[src/rtl/adat_decoder.sv]
// ADAT receive framer: hunts for sync, extracts user bits and 8x24-bit samples,
// and writes them bit by bit into a circular frame RAM, committing good frames.
module adat_decoder #(
   parameter int CIRC_BUF_BITS = 3
) (
   input  logic                       clk_i,
   input  logic                       rst_i,
   input  logic                       bit_i,
   input  logic                       bit_valid_i,
   output logic                       ram_we_o,
   output logic [CIRC_BUF_BITS+7:0]   ram_write_addr_o,
   output logic                       ram_data_o,
   output logic [CIRC_BUF_BITS-1:0]   last_good_frame_idx_o,
   output logic [3:0]                 user_bits_o,
   output logic                       locked_o,
   output logic                       frame_error_o
);

   typedef enum logic [1:0] {
      ST_HUNT,
      ST_USER_BITS,
      ST_SAMPLES
   } state_t;

   localparam logic [3:0] SYNC_ZEROS = 4'd10;
   localparam logic [3:0] RUN_MAX    = 4'd15;
   localparam logic [4:0] LAST_BIT   = 5'd23;
   localparam logic [2:0] LAST_CHAN  = 3'd7;
   localparam logic [2:0] LAST_POS   = 3'd4;

   state_t                   state_reg;
   logic [3:0]               zero_run_reg;
   logic [2:0]               nib_pos_reg;
   logic [2:0]               channel_reg;
   logic [4:0]               bit_idx_reg;
   logic [3:0]               user_stage_reg;
   logic [CIRC_BUF_BITS-1:0] write_frame_reg;

   logic framing_violation;
   logic last_sample_bit;

   // Every nibble in user or sample sections opens with a mandatory 1.
   assign framing_violation = bit_valid_i && (state_reg != ST_HUNT) &&
                              (nib_pos_reg == 3'd0) && !bit_i;
   assign last_sample_bit   = (channel_reg == LAST_CHAN) && (bit_idx_reg == LAST_BIT);

   always_ff @(posedge clk_i) begin
      if (rst_i) begin
         state_reg             <= ST_HUNT;
         zero_run_reg          <= '0;
         nib_pos_reg           <= '0;
         channel_reg           <= '0;
         bit_idx_reg           <= '0;
         user_stage_reg        <= '0;
         write_frame_reg       <= '0;
         ram_we_o              <= 1'b0;
         ram_write_addr_o      <= '0;
         ram_data_o            <= 1'b0;
         last_good_frame_idx_o <= '0;
         user_bits_o           <= '0;
         locked_o              <= 1'b0;
         frame_error_o         <= 1'b0;
      end else begin
         ram_we_o      <= 1'b0;
         frame_error_o <= 1'b0;
         if (framing_violation) begin
            // The partial slot is simply overwritten by the next frame.
            frame_error_o <= 1'b1;
            locked_o      <= 1'b0;
            state_reg     <= ST_HUNT;
            zero_run_reg  <= 4'd1;
         end else if (bit_valid_i) begin
            unique case (state_reg)
               ST_HUNT: begin
                  if (bit_i) begin
                     zero_run_reg <= '0;
                     if (zero_run_reg >= SYNC_ZEROS) begin
                        state_reg   <= ST_USER_BITS;
                        nib_pos_reg <= 3'd1;
                     end
                  end else if (zero_run_reg != RUN_MAX) begin
                     zero_run_reg <= zero_run_reg + 4'd1;
                     if (zero_run_reg == RUN_MAX - 4'd1) begin
                        locked_o <= 1'b0;
                     end
                  end
               end

               ST_USER_BITS: begin
                  if (nib_pos_reg == 3'd0) begin
                     nib_pos_reg <= 3'd1;
                  end else begin
                     user_stage_reg <= {bit_i, user_stage_reg[3:1]};
                     if (nib_pos_reg == LAST_POS) begin
                        state_reg   <= ST_SAMPLES;
                        nib_pos_reg <= 3'd0;
                        channel_reg <= '0;
                        bit_idx_reg <= '0;
                     end else begin
                        nib_pos_reg <= nib_pos_reg + 3'd1;
                     end
                  end
               end

               ST_SAMPLES: begin
                  if (nib_pos_reg == 3'd0) begin
                     nib_pos_reg <= 3'd1;
                  end else begin
                     ram_we_o         <= 1'b1;
                     ram_data_o       <= bit_i;
                     ram_write_addr_o <= {write_frame_reg, channel_reg, bit_idx_reg};
                     nib_pos_reg      <= (nib_pos_reg == LAST_POS) ? 3'd0 : nib_pos_reg + 3'd1;
                     if (bit_idx_reg == LAST_BIT) begin
                        bit_idx_reg <= '0;
                        channel_reg <= channel_reg + 3'd1;
                     end else begin
                        bit_idx_reg <= bit_idx_reg + 5'd1;
                     end
                     if (last_sample_bit) begin
                        last_good_frame_idx_o <= write_frame_reg;
                        user_bits_o           <= user_stage_reg;
                        write_frame_reg       <= write_frame_reg + 1'b1;
                        locked_o              <= 1'b1;
                        state_reg             <= ST_HUNT;
                        zero_run_reg          <= '0;
                     end
                  end
               end

               default: begin
                  state_reg    <= ST_HUNT;
                  zero_run_reg <= '0;
               end
            endcase
         end
      end
   end

endmodule

[config.mk]
export PLATFORM = sky130hd
export DESIGN_NAME = adat_decoder
export DESIGN_NICKNAME = d
export VERILOG_FILES = /design/src/rtl/adat_decoder.sv
export SDC_FILE = /design/constraint.sdc
export NUM_CORES = 1
export LEC_CHECK = 0
export CORE_MARGIN = 5
export CORE_UTILIZATION = 40
export CTS_BUF_LIST = sky130_fd_sc_hd__clkbuf_8
export CTS_CLUSTER_SIZE = 20
export DETAILED_ROUTE_END_ITERATION = 10
export SLEW_MARGIN = 30
export SYNTH_ARGS = -nofsm -noshare
export SYNTH_HDL_FRONTEND = slang
export SYNTH_SLANG_ARGS = --single-unit
[constraint.sdc]
create_clock -name clk_i -period 4.8 [get_ports clk_i]
set_input_delay 0.96 -clock clk_i [delete_from_list [all_inputs] [get_ports clk_i]]
set_output_delay 0.96 -clock clk_i [all_outputs]
set_load 0.005 [all_outputs]
==> summary.md, run 1 <==
| Metric | Value |
|---|---|
| Resize count post-CTS | 0 |
| Buffers inserted by post-CTS timing repair | 0 |
| Min-delay worst type | flop to flop |
| Via count of the first global-routing pass | 1,752 |
| Crit-path cells | clkdlybuf4s50_1 -> o311ai_1 -> a2111oi_0 -> nor2_1 -> a311oi_1 |
| DP Area | 0.00245 mm^2 |
| Final worst path period share | 58.0% |
| Horizontal die dimension | 83.3 um |
| Logic depth of the worst path, buffers included | 5 |
| Worst slew margin | 41.7% |
| Area contributors post-synth | sky130_fd_sc_hd__dfxtp_1, sky130_fd_sc_hd__a21oi_1, sky130_fd_sc_hd__ha_1 |
| Depth of the CTS H-tree | 2 |
| Top FF cell, synth | sky130_fd_sc_hd__dfxtp_1 |
| Clock buffers created by TritonCTS | 5 |
| Setup Total Neg Slack | 0 ns |
| Maximum number of buffers from clock root to sink | 2 |
| Pre-CTS setup slack | 1.69 ns |
| Multi-input combinational cell area | 0.00116 mm^2 |
| Gr ovfl total | 0 |
| Slack of the worst reg-to-reg path | 2.59 ns |
| Final max-slew violation count | 0 |
| Overall power | 0.684 mW |
| Arrival time of data at the critical path endpoint | 2.99 ns |
| Nets | 292 |
| Power density relative to cell area | 266 mW/mm^2 |
| Number of cell instances on the worst register-to-register path | 6 |
| Drt first pass iters | 4 |
| Flip-flop count of the largest register, all copies and words added | 11 |
| Class of the most critical setup path | primary input to flop |
| Number of flops mapped to enable cells by yosys | 0 |
| Critical Path Start | bit_i |
| Pin count of the biggest net entering global routing | 41 |
| Result of the run | completed |
| RePlAce Congestion | 0.813 |
| Launching element type of the critical path | primary input |
| Flip-flop and latch count after synthesis | 46 |
| Min Tclk post-route | 2.78 ns |
| Antenna-violating nets left | 0 |
| Root buffer cell | sky130_fd_sc_hd__clkbuf_8 |
| Total inserted antenna cells | 0 |
| Vias post-DR | 1,858 |
| Die area | 0.00693 mm^2 |
| TritonCTS clock tree | done |
| Synthesized Nets | 272 |
| Number of violations of the max-capacitance limit | 0 |
| Number of distinct library cells after synthesis | 41 |
| Final-layout fill cell count | 537 |
| Area used by sequential logic in the layout | 921 um^2 |
| Iteration-0 DRC Markers | 90 |
| Fin. Hold Viols | 0 |
| Post-route standard cell area excluding fillers | 0.00257 mm^2 |
| Util after Layout | 49.7% |
| Maximum clock skew at final layout | 0.00608 ns |
| Total detailed-routing wirelength | 4700 um |
| Most common cell after layout, fill and taps aside | sky130_fd_sc_hd__dfxtp_1 |
| Synth async-reset ratio | 0% |
| Total of buffers placed on input and output ports | 25 |
| Clock slew at the register clock pins of the worst setup and hold paths | 0.08 ns |
| Maximum clock rate | 359 MHz |
| Worst-Skew Late Latency | 0.30 ns |
| Slew at the pin closest to its max-slew limit | 0.853 ns |
| Post-detailed-route wirelength per cell | 13.6 um |
| Cell area after synthesis | 0.00215 mm^2 |
| Number of antenna violations at the first check in global routing | 0 |
| Capturing instance or port of the critical path | nib_pos_reg[0]$_SDFFE_PP0P_ |
| Yosys warns | 0 |
| Crit Reg-Reg Startpoint | state_reg[0]$_SDFFE_PP0P_ |
| Leading area contributor after synthesis | sky130_fd_sc_hd__dfxtp_1 |
| Gate count after technology mapping | 256 |
| Fraction of final layout cells sized beyond drive strength 1 | 5.05% |
| RR Endpoint | bit_idx_reg[3]$_SDFFE_PP0P_ |
| Initial cell density of the core | 41.5% |
| Worst path required time | 5.01 ns |
| Final number of setup-violating endpoints | 0 |
| Number of buffers inserted for hold repair after clock tree synthesis | 0 |
| Crit-path leading delay family | compound AO/OA/AOI/OAI gates |
| Cell with the largest stage delay on the worst path | sky130_fd_sc_hd__a2111oi_0 |
| Worst setup EP type | flop |
| Average footprint of a synthesized cell | 8.39 um^2 |
| Vert. Die Dim | 83.3 um |
| Count of buffering cells on the critical path with inverters included | 1 |
| Commonest cells after routing, fill and taps aside | sky130_fd_sc_hd__dfxtp_1, sky130_fd_sc_hd__a21oi_1, sky130_fd_sc_hd__nand2_1 |
| Layout-stage area growth over the synthesis result | 19.6% |
| First-pass GRT wire length | 8280 um |
| Part of the Yosys area used for sequential elements | 42.9% |
| Sinks on Clock Net | 46 |
| Area share of the leading cell type in the synthesized netlist | 42.9% |
| Critical-path maximum fanout | 7 |
| Setup repair after global routing missed its margin | false |
| Leakage power figure | 0.889 nW |
| Core Area | 0.00517 mm^2 |
| DP Wirelength | 3240 um |
| Setup slack after layout | 2.02 ns |
| Largest vdd supply drop | 152 uV |
| GR Util All Layers | 14.1% |
| Crit-path max cell delay | 0.84 ns |
| Boundary pin count | 26 |
| Number of standard-cell rows in the floorplan | 26 |
| # DRC | 0 |
| DR vias/cell | 5.35 |
synthesized netlist by cell type (all sizes together), types with 2 or more instances:
| cell type | count |
|---|---|
| and2 | 2 |
| clkbuf | 12 |
| o31ai | 2 |
| nand2b | 5 |
| nor3b | 2 |
| nor3 | 2 |
| and3 | 2 |
| o21ai | 20 |
| mux2i | 7 |
| a21oi | 35 |
| dfxtp | 46 |
| nand4b | 2 |
| nor2 | 12 |
| a31oi | 4 |
| nor2b | 2 |
| or3 | 3 |
| nand3 | 22 |
| inv | 9 |
| or4 | 5 |
| ha | 12 |
| nand2 | 31 |
| a2111oi | 2 |
worst reg2reg max path, cell delays in order, from the launching register on:
cell and delay [ns]:
sky130_fd_sc_hd__dfxtp_1 0.35, sky130_fd_sc_hd__inv_1 0.09, sky130_fd_sc_hd__ha_1 0.42, sky130_fd_sc_hd__mux2i_1 0.18, sky130_fd_sc_hd__or3_1 0.47, sky130_fd_sc_hd__or4_1 0.50
sky130_fd_sc_hd__a21oi_1 0.14
cell families after synthesis:
group | Yosys count | share of synthesized area [%]
AND/OR/NAND/NOR | 96 | 23.0
buffers and inverters | 22 | 3.90
adder cells (fa/ha/maj) | 12 | 6.99
AO/OA/AOI/OAI | 73 | 19.9
flip-flops | 46 | 42.9
multiplexers | 7 | 3.26
power by group:
part           internal (mW)  switching [mW]  total, mW
logic                0.00520          0.0128     0.0180
clock network          0.153           0.130      0.283
registers              0.382        0.000762      0.383
per-layer routing:
layer  track usage [%]  routed length [um]  up-vias
li1                  -                   -      963
met1              19.9                2370      855
met2              21.6                2110       36
met3              2.77                 190        4
met4              4.46                  34        0
met5                 0                   0        -
per-stage QoR:
stage	hold WS, ns	cells
after global routing	0.485	347
after CTS	0.461	347
after detailed placement	0.449	339
final	0.458	347
after floorplan	0.443	256
after global placement	0.445	339
area by class of cell:
type / count / area share (%)
sequential: 46 / 35.9
multi-input combinational: 188 / 45.1
inverter: 9 / 1.32
clock inverter: 3 / 1.61
timing repair buffer: 26 / 10.0
clock buffer: 5 / 2.68
tap: 70 / 3.41
worst min path at each step:
stage                                     startpoint                          endpoint  slack (ns)  cells past startpoint
floorplan             user_stage_reg[0]$_SDFFE_PP0P_       user_bits_o[0]$_SDFFE_PP0P_        0.44                      2
global placement    ram_write_addr_o[4]$_SDFFE_PP0P_  ram_write_addr_o[4]$_SDFFE_PP0P_        0.45                      2
detailed placement  ram_write_addr_o[4]$_SDFFE_PP0P_  ram_write_addr_o[4]$_SDFFE_PP0P_        0.45                      2
CTS                 ram_write_addr_o[6]$_SDFFE_PP0P_  ram_write_addr_o[6]$_SDFFE_PP0P_        0.46                      2
global route        ram_write_addr_o[0]$_SDFFE_PP0P_  ram_write_addr_o[0]$_SDFFE_PP0P_        0.48                      2
finish              ram_write_addr_o[5]$_SDFFE_PP0P_  ram_write_addr_o[5]$_SDFFE_PP0P_        0.46                      2
No activity file was read; power rests on OpenSTA's default activity.
==> run 2: changes to the inputs <==
==> constraint.sdc (replaced) <==
create_clock -name clk_i -period 2.23 [get_ports clk_i]
set_input_delay 0.446 -clock clk_i [delete_from_list [all_inputs] [get_ports clk_i]]
set_output_delay 0.446 -clock clk_i [all_outputs]
set_load 0.005 [all_outputs]
==> run 2 against run 1 <==
  * Non-clock buffer count up 18
  * Critical path type is now flop to flop
  * Core utilization grew 1.9 points
  * Via count is 5.8% higher
  * Total power is 100% higher
  * Wire length grew 3.7%
  * Clock power rose by 78%
  * Critical path depth increased by 1
  * Die area unchanged
  * Register-to-register slack got worse by 2.4 ns
  * Cell count rose by 5.2%
==> summary.md, run 2 (synthesis gave the netlist of run 1 again) <==
| Metric | Value |
|---|---|
| Number of placed instances, taps included | 357 (+5.3%) |
| Critical-path maximum fanout | 9 (+2) |
| Number of standard-cell rows in the floorplan | 26 (unchanged) |
| Overall power | 1.37 mW (+100%) |
| Critical Path Start | nib_pos_reg[0]$_SDFFE_PP0P_ |
| Launching element type of the critical path | flop |
| Slew at the pin closest to its max-slew limit | 0.560 ns (-0.293 ns) |
| Crit-path cells | inv_1 -> ha_1 -> and2b_4 -> or3_1 -> or4_1 -> a21oi_1 |
| GR Util All Layers | 14.2% (+0.024 points) |
| Initial cell density of the core | 41.5% (unchanged) |
| Clock slew at the register clock pins of the worst setup and hold paths | 0.09 ns (about the same) |
| Worst-Skew Late Latency | 0.30 ns (about the same) |
| Vias post-DR | 1,965 (+5.8%) |
| Vert. Die Dim | 83.3 um (unchanged) |
| # DRC | 0 (unchanged) |
| DR vias/cell | 5.38 (+0.54%) |
| Setup repair after global routing missed its margin | false |
| Fin. Hold Viols | 0 (unchanged) |
| Crit Reg-Reg Startpoint | nib_pos_reg[0]$_SDFFE_PP0P_ |
| First-pass GRT wire length | 8250 um (-0.42%) |
| Total of buffers placed on input and output ports | 25 (unchanged) |
| Slack of the worst reg-to-reg path | 0.18 ns (-2.41 ns) |
| Util after Layout | 51.6% (+1.9 points) |
| Number of buffers inserted for hold repair after clock tree synthesis | 0 (unchanged) |
| Worst slew margin | 62.5% (+21 points) |
| Min-delay src | ram_write_addr_o[9]$_SDFFE_PP0P_ |
| Maximum number of buffers from clock root to sink | 2 (unchanged) |
| Via count of the first global-routing pass | 1,761 (+0.51%) |
| Leakage power figure | 0.961 nW (+8.2%) |
| Maximum clock skew at final layout | 0.0112 ns (+0.00508 ns) |
| Buffers inserted by post-CTS timing repair | 0 (unchanged) |
| Core Area | 0.00517 mm^2 (unchanged) |
| Worst setup EP type | flop |
| Number of non-filler instances in the completed layout | 365 (+5.2%) |
| Gr ovfl total | 0 (unchanged) |
| Depth of the CTS H-tree | 2 (unchanged) |
| Maximum clock rate | 487 MHz |
| TritonCTS clock tree | done |
| Number of cell instances on the worst register-to-register path | 6 (unchanged) |
| Crit-path max cell delay | 0.49 ns (-0.35 ns) |
| Flip-flop count of the largest register, all copies and words added | 11 (unchanged) |
| Number of antenna violations at the first check in global routing | 0 (unchanged) |
| Area used by sequential logic in the layout | 921 um^2 (unchanged) |
| RR Endpoint | bit_idx_reg[3]$_SDFFE_PP0P_ |
| Die area | 0.00693 mm^2 (unchanged) |
| Fraction of final layout cells sized beyond drive strength 1 | 10.5% (+5.5 points) |
| Resize count post-CTS | 0 (unchanged) |
| Class of the most critical setup path | flop to flop |
| DP Wirelength | 3480 um (+7.5%) |
| Most common cell after layout, fill and taps aside | sky130_fd_sc_hd__dfxtp_1 |
| Cell with the largest stage delay on the worst path | sky130_fd_sc_hd__or4_1 |
| Post-route standard cell area excluding fillers | 0.00267 mm^2 (+3.9%) |
| Horizontal die dimension | 83.3 um (unchanged) |
| Arrival time of data at the critical path endpoint | 2.30 ns (-0.69 ns) |
| Drt first pass iters | 4 (unchanged) |
| Setup Total Neg Slack | 0 ns (unchanged) |
| Power density relative to cell area | 514 mW/mm^2 (+93%) |
| Worst path required time | 2.47 ns (-2.54 ns) |
| Iteration-0 DRC Markers | 162 (+80%) |
| Multi-input combinational cell area | 0.00115 mm^2 (-0.97%) |
| Final-layout fill cell count | 488 (-9.1%) |
| Root buffer cell | sky130_fd_sc_hd__clkbuf_8 |
| Post-detailed-route wirelength per cell | 13.4 um (-1.4%) |
| Min Tclk post-route | 2.05 ns |
| Min-delay worst type | flop to flop |
| Minimum hold slack | 0.457 ns (-0.00133 ns) |
| Result of the run | completed |
| Total detailed-routing wirelength | 4880 um (+3.7%) |
| Layout-stage area growth over the synthesis result | 24.3% |
| Clock buffers created by TritonCTS | 5 (unchanged) |
| Antenna-violating nets left | 0 (unchanged) |
| Pin count of the biggest net entering global routing | 21 (-49%) |
| RePlAce Congestion | 0.826 (+1.6%) |
| Capturing instance or port of the critical path | bit_idx_reg[3]$_SDFFE_PP0P_ |
| Nets | 310 (+6.2%) |
| Sinks on Clock Net | 46 (unchanged) |
| Largest vdd supply drop | 353 uV (+130%) |
| Boundary pin count | 26 (unchanged) |
| DP Area | 0.00258 mm^2 (+5.3%) |
| Final max-slew violation count | 0 (unchanged) |
| Final worst path period share | 92.1% |
| Pre-CTS setup slack | 0.0213 ns (-1.67 ns) |
| Commonest cells after routing, fill and taps aside | sky130_fd_sc_hd__dfxtp_1, sky130_fd_sc_hd__a21oi_1, sky130_fd_sc_hd__nand2_1 |
| Total inserted antenna cells | 0 (unchanged) |
| Final number of setup-violating endpoints | 0 (unchanged) |
| Number of violations of the max-capacitance limit | 0 (unchanged) |
| Setup slack after layout | 0.177 ns (-1.84 ns) |
==> run 2: area by class of cell <==
cell class                      instances  share of cell area [%]
Timing Repair Buffer                   44                    14.7
Sequential cell                        46                    34.5
Clock inverter                          3                   0.656
Multi-Input combinational cell        188                    43.0
Clock buffer                            5                    2.58
Tap cell                               70                    3.28
Inverter                                9                    1.27
==> run 2: power by group <==
part	switching, mW	internal [mW]	leakage, nW
Combinational	0.0283	0.0169	0.541
Clock	0.286	0.217	0.0493
Sequential	0.00165	0.822	0.370
==> run 2: how the worst min path moves through the flow <==
stage                                   endpoint  slack [ns]  cells past startpoint
2_1_floorplan        user_bits_o[0]$_SDFFE_PP0P_        0.44                      2
3_3_place_gp   ram_write_addr_o[10]$_SDFFE_PP0P_        0.44                      2
3_5_place_dp   ram_write_addr_o[10]$_SDFFE_PP0P_        0.45                      2
4_1_cts        ram_write_addr_o[10]$_SDFFE_PP0P_        0.46                      2
5_1_grt        ram_write_addr_o[10]$_SDFFE_PP0P_        0.48                      2
6_report        ram_write_addr_o[9]$_SDFFE_PP0P_        0.46                      2
==> run 2: worst max-delay path, delay by kind of cell (launching register included) <==
| family | cells | cell delay, ns |
|---|---|---|
| AND/OR/NAND/NOR | 3 | 1.14 |
| flip-flops | 1 | 0.36 |
| adder cells (fa/ha/maj) | 1 | 0.30 |
| AO/OA/AOI/OAI | 1 | 0.14 |
| buffers and inverters | 1 | 0.06 |
==> run 2: layer usage <==
layer	vias to the layer above	track usage, %	part of all wire [%]
met1	893	18.9	49
met3	7	3.07	5.0
met4	0	4.01	0.90
met2	62	23.0	45
li1	1003	-	-
met5	-	0	0
==> run 3: changes to the inputs <==
--- a/config.mk
+++ b/config.mk
@@ -10,6 +10,7 @@
 export CTS_BUF_LIST = sky130_fd_sc_hd__clkbuf_8
 export CTS_CLUSTER_SIZE = 20
 export DETAILED_ROUTE_END_ITERATION = 10
+export GPL_TIMING_DRIVEN = 0
 export SLEW_MARGIN = 30
 export SYNTH_ARGS = -nofsm -noshare
 export SYNTH_HDL_FRONTEND = slang
==> run 3 against run 2 <==
  * The flow now finishes with violations (setup timing)
  * Highest routed layer unchanged
  * Cell count shrank 1.6%
  * Sequential share of layout area up 1.2 points
  * Non-clock buffer count down 6
  * Worst setup slack got worse by 0.21 ns
  * Total power rose by 0.43%
  * First-iteration DRC count down 66%
==> summary.md, run 3 (synthesis gave the netlist of run 1 again) <==
| Metric | Value |
|---|---|
| Result of the run | finished with violations |
| Violations in the final reports | setup timing |
| Capturing instance or port of the critical path | nib_pos_reg[0]$_SDFFE_PP0P_ |
| Number of buffers inserted for hold repair after clock tree synthesis | 0 (unchanged) |
| Boundary pin count | 26 (unchanged) |
| Fin. Hold Viols | 0 (unchanged) |
| Arrival time of data at the critical path endpoint | 2.47 ns (+0.17 ns) |
| Maximum clock rate | 443 MHz (-9.1%) |
| # DRC | 0 (unchanged) |
| DP Wirelength | 3490 um (+0.26%) |
| Final max-slew violation count | 0 (unchanged) |
| Maximum number of buffers from clock root to sink | 2 (unchanged) |
| Most common cell after layout, fill and taps aside | sky130_fd_sc_hd__dfxtp_1 |
| Flip-flop count of the largest register, all copies and words added | 11 (unchanged) |
| Buffers inserted by post-CTS timing repair | 0 (unchanged) |
| Number of non-filler instances in the completed layout | 359 (-1.6%) |
| Worst slew margin | 43.4% (-19 points) |
| Nets | 304 (-1.9%) |
| Min-delay worst type | flop to flop |
| Slew at the pin closest to its max-slew limit | 0.828 ns (+0.268 ns) |
| Launching element type of the critical path | primary input |
| Number of violations of the max-capacitance limit | 0 (unchanged) |
| DP Area | 0.00248 mm^2 (-3.8%) |
| Horizontal die dimension | 83.3 um (unchanged) |
| Core Area | 0.00517 mm^2 (unchanged) |
| Post-detailed-route wirelength per cell | 13.3 um (-0.56%) |
| Vert. Die Dim | 83.3 um (unchanged) |
| TritonCTS clock tree | done |
| Setup repair after global routing missed its margin | true |
| RR Endpoint | nib_pos_reg[0]$_SDFFE_PP0P_ |
| Pre-CTS setup slack | -0.349 ns (-0.371 ns) |
| Clock slew at the register clock pins of the worst setup and hold paths | 0.08 ns (about the same) |
| Class of the most critical setup path | primary input to flop |
| Minimum hold slack | 0.457 ns (+0.000399 ns) |
| Iteration-0 DRC Markers | 55 (-66%) |
| Final-layout fill cell count | 524 (+7.4%) |
| RePlAce Congestion | 0.835 (+1.1%) |
| GR Util All Layers | 14.2% (+0.080 points) |
| Post-route standard cell area excluding fillers | 0.00258 mm^2 (-3.3%) |
| Maximum clock skew at final layout | 0.00535 ns (-0.00581 ns) |
| Depth of the CTS H-tree | 2 (unchanged) |
| Worst setup EP type | flop |
| Gr ovfl total | 0 (unchanged) |
| Number of placed instances, taps included | 351 (-1.7%) |
| Largest vdd supply drop | 337 uV (-4.5%) |
| Fraction of final layout cells sized beyond drive strength 1 | 5.19% (-5.3 points) |
| Leakage power figure | 0.895 nW (-6.9%) |
| Crit Reg-Reg Startpoint | state_reg[0]$_SDFFE_PP0P_ |
| Vias post-DR | 1,917 (-2.4%) |
| First-pass GRT wire length | 8410 um (+2.0%) |
| Total inserted antenna cells | 0 (unchanged) |
| DR vias/cell | 5.34 (-0.81%) |
| Resize count post-CTS | 2 (+2) |
| Number of cell instances on the worst register-to-register path | 7 (+1) |
| Die area | 0.00693 mm^2 (unchanged) |
| Sinks on Clock Net | 46 (unchanged) |
| Slack of the worst reg-to-reg path | 0.02 ns (-0.16 ns) |
| Commonest cells after routing, fill and taps aside | sky130_fd_sc_hd__dfxtp_1, sky130_fd_sc_hd__a21oi_1, sky130_fd_sc_hd__nand2_1 |
| Power density relative to cell area | 534 mW/mm^2 (+3.8%) |
| Antenna-violating nets left | 0 (unchanged) |
| Via count of the first global-routing pass | 1,849 (+5.0%) |
| Worst path required time | 2.44 ns (-0.03 ns) |
| Final worst path period share | 101% (+9.2 points) |
| Drt first pass iters | 4 (unchanged) |
| Number of antenna violations at the first check in global routing | 0 (unchanged) |
| Critical-path maximum fanout | 7 (-2) |
| Pin count of the biggest net entering global routing | 14 (-33%) |
| Root buffer cell | sky130_fd_sc_hd__clkbuf_8 |
| Total of buffers placed on input and output ports | 25 (unchanged) |
| Min Tclk post-route | 2.26 ns (+0.205 ns) |
| Total detailed-routing wirelength | 4770 um (-2.2%) |
| Worst-Skew Late Latency | 0.29 ns (about the same) |
| Final number of setup-violating endpoints | 2 (+2) |
| Critical Path Start | bit_i |
| Multi-input combinational cell area | 0.00114 mm^2 (-0.22%) |
| Clock buffers created by TritonCTS | 5 (unchanged) |
| Number of standard-cell rows in the floorplan | 26 (unchanged) |
| Setup slack after layout | -0.0281 ns (-0.205 ns) |
| Area used by sequential logic in the layout | 921 um^2 (unchanged) |
| Layout-stage area growth over the synthesis result | 20.2% |
| Initial cell density of the core | 41.5% (unchanged) |
## run 3: changes by cell type in the layout (fill, tap and decap cells not counted), sizes merged
| cell | change |
|---|---|
| buf | -17 |
| clkbuf | +12 |
| clkinv | -1 |
## run 3: where the power goes
part           internal (mW)  leakage, nW  switching (mW)
registers              0.822        0.370         0.00160
logic                 0.0115        0.472          0.0284
clock network          0.246       0.0524           0.269
total                   1.08        0.895           0.299
## run 3: metrics by stage
stage	TNS (ns)	total power [mW]	utilization, %
after global routing	-1.73	1.43	49.9
after floorplan	0	0.865	-
after CTS	-0.158	1.40	49.9
after global placement	-1.97	0.884	48.0
final	-0.0348	1.38	49.9
after detailed placement	-2.67	0.884	48.0
## run 3: how the worst min path moves through the flow
stage                                 startpoint                                 to  cells after the start  slack, ns
2_1_floorplan     user_stage_reg[0]$_SDFFE_PP0P_        user_bits_o[0]$_SDFFE_PP0P_                      2       0.44
3_3_place_gp    ram_write_addr_o[0]$_SDFFE_PP0P_   ram_write_addr_o[0]$_SDFFE_PP0P_                      2       0.44
3_5_place_dp    ram_write_addr_o[2]$_SDFFE_PP0P_   ram_write_addr_o[2]$_SDFFE_PP0P_                      2       0.45
4_1_cts         ram_write_addr_o[5]$_SDFFE_PP0P_   ram_write_addr_o[5]$_SDFFE_PP0P_                      2       0.46
5_1_grt        ram_write_addr_o[10]$_SDFFE_PP0P_  ram_write_addr_o[10]$_SDFFE_PP0P_                      2       0.47
6_report        ram_write_addr_o[0]$_SDFFE_PP0P_   ram_write_addr_o[0]$_SDFFE_PP0P_                      2       0.46
## run 3: cell type report
class                           count  share of cell area (%)
Multi-Input combinational cell    188                    44.4
Buffer                             13                    2.04
Timing Repair Buffer               25                    9.69
Inverter                            9                    1.31
Sequential cell                    46                    35.7
Clock inverter                      2                   0.339
Clock buffer                        6                    3.20
Tap cell                           70                    3.39
## run 3: metal layers
layer  global-route usage [%]  routed length [um]
met4                     4.01                  48
met3                     2.77                 162
met2                     23.3                2090
met5                        0                   0
met1                     19.0                2480
## run 3: critical path, stage by stage
cell and delay [ns]:
sky130_fd_sc_hd__clkdlybuf4s50_1 0.62, sky130_fd_sc_hd__o311ai_1 0.25, sky130_fd_sc_hd__a2111oi_0 0.82, sky130_fd_sc_hd__nor2_1 0.08, sky130_fd_sc_hd__a311oi_1 0.26
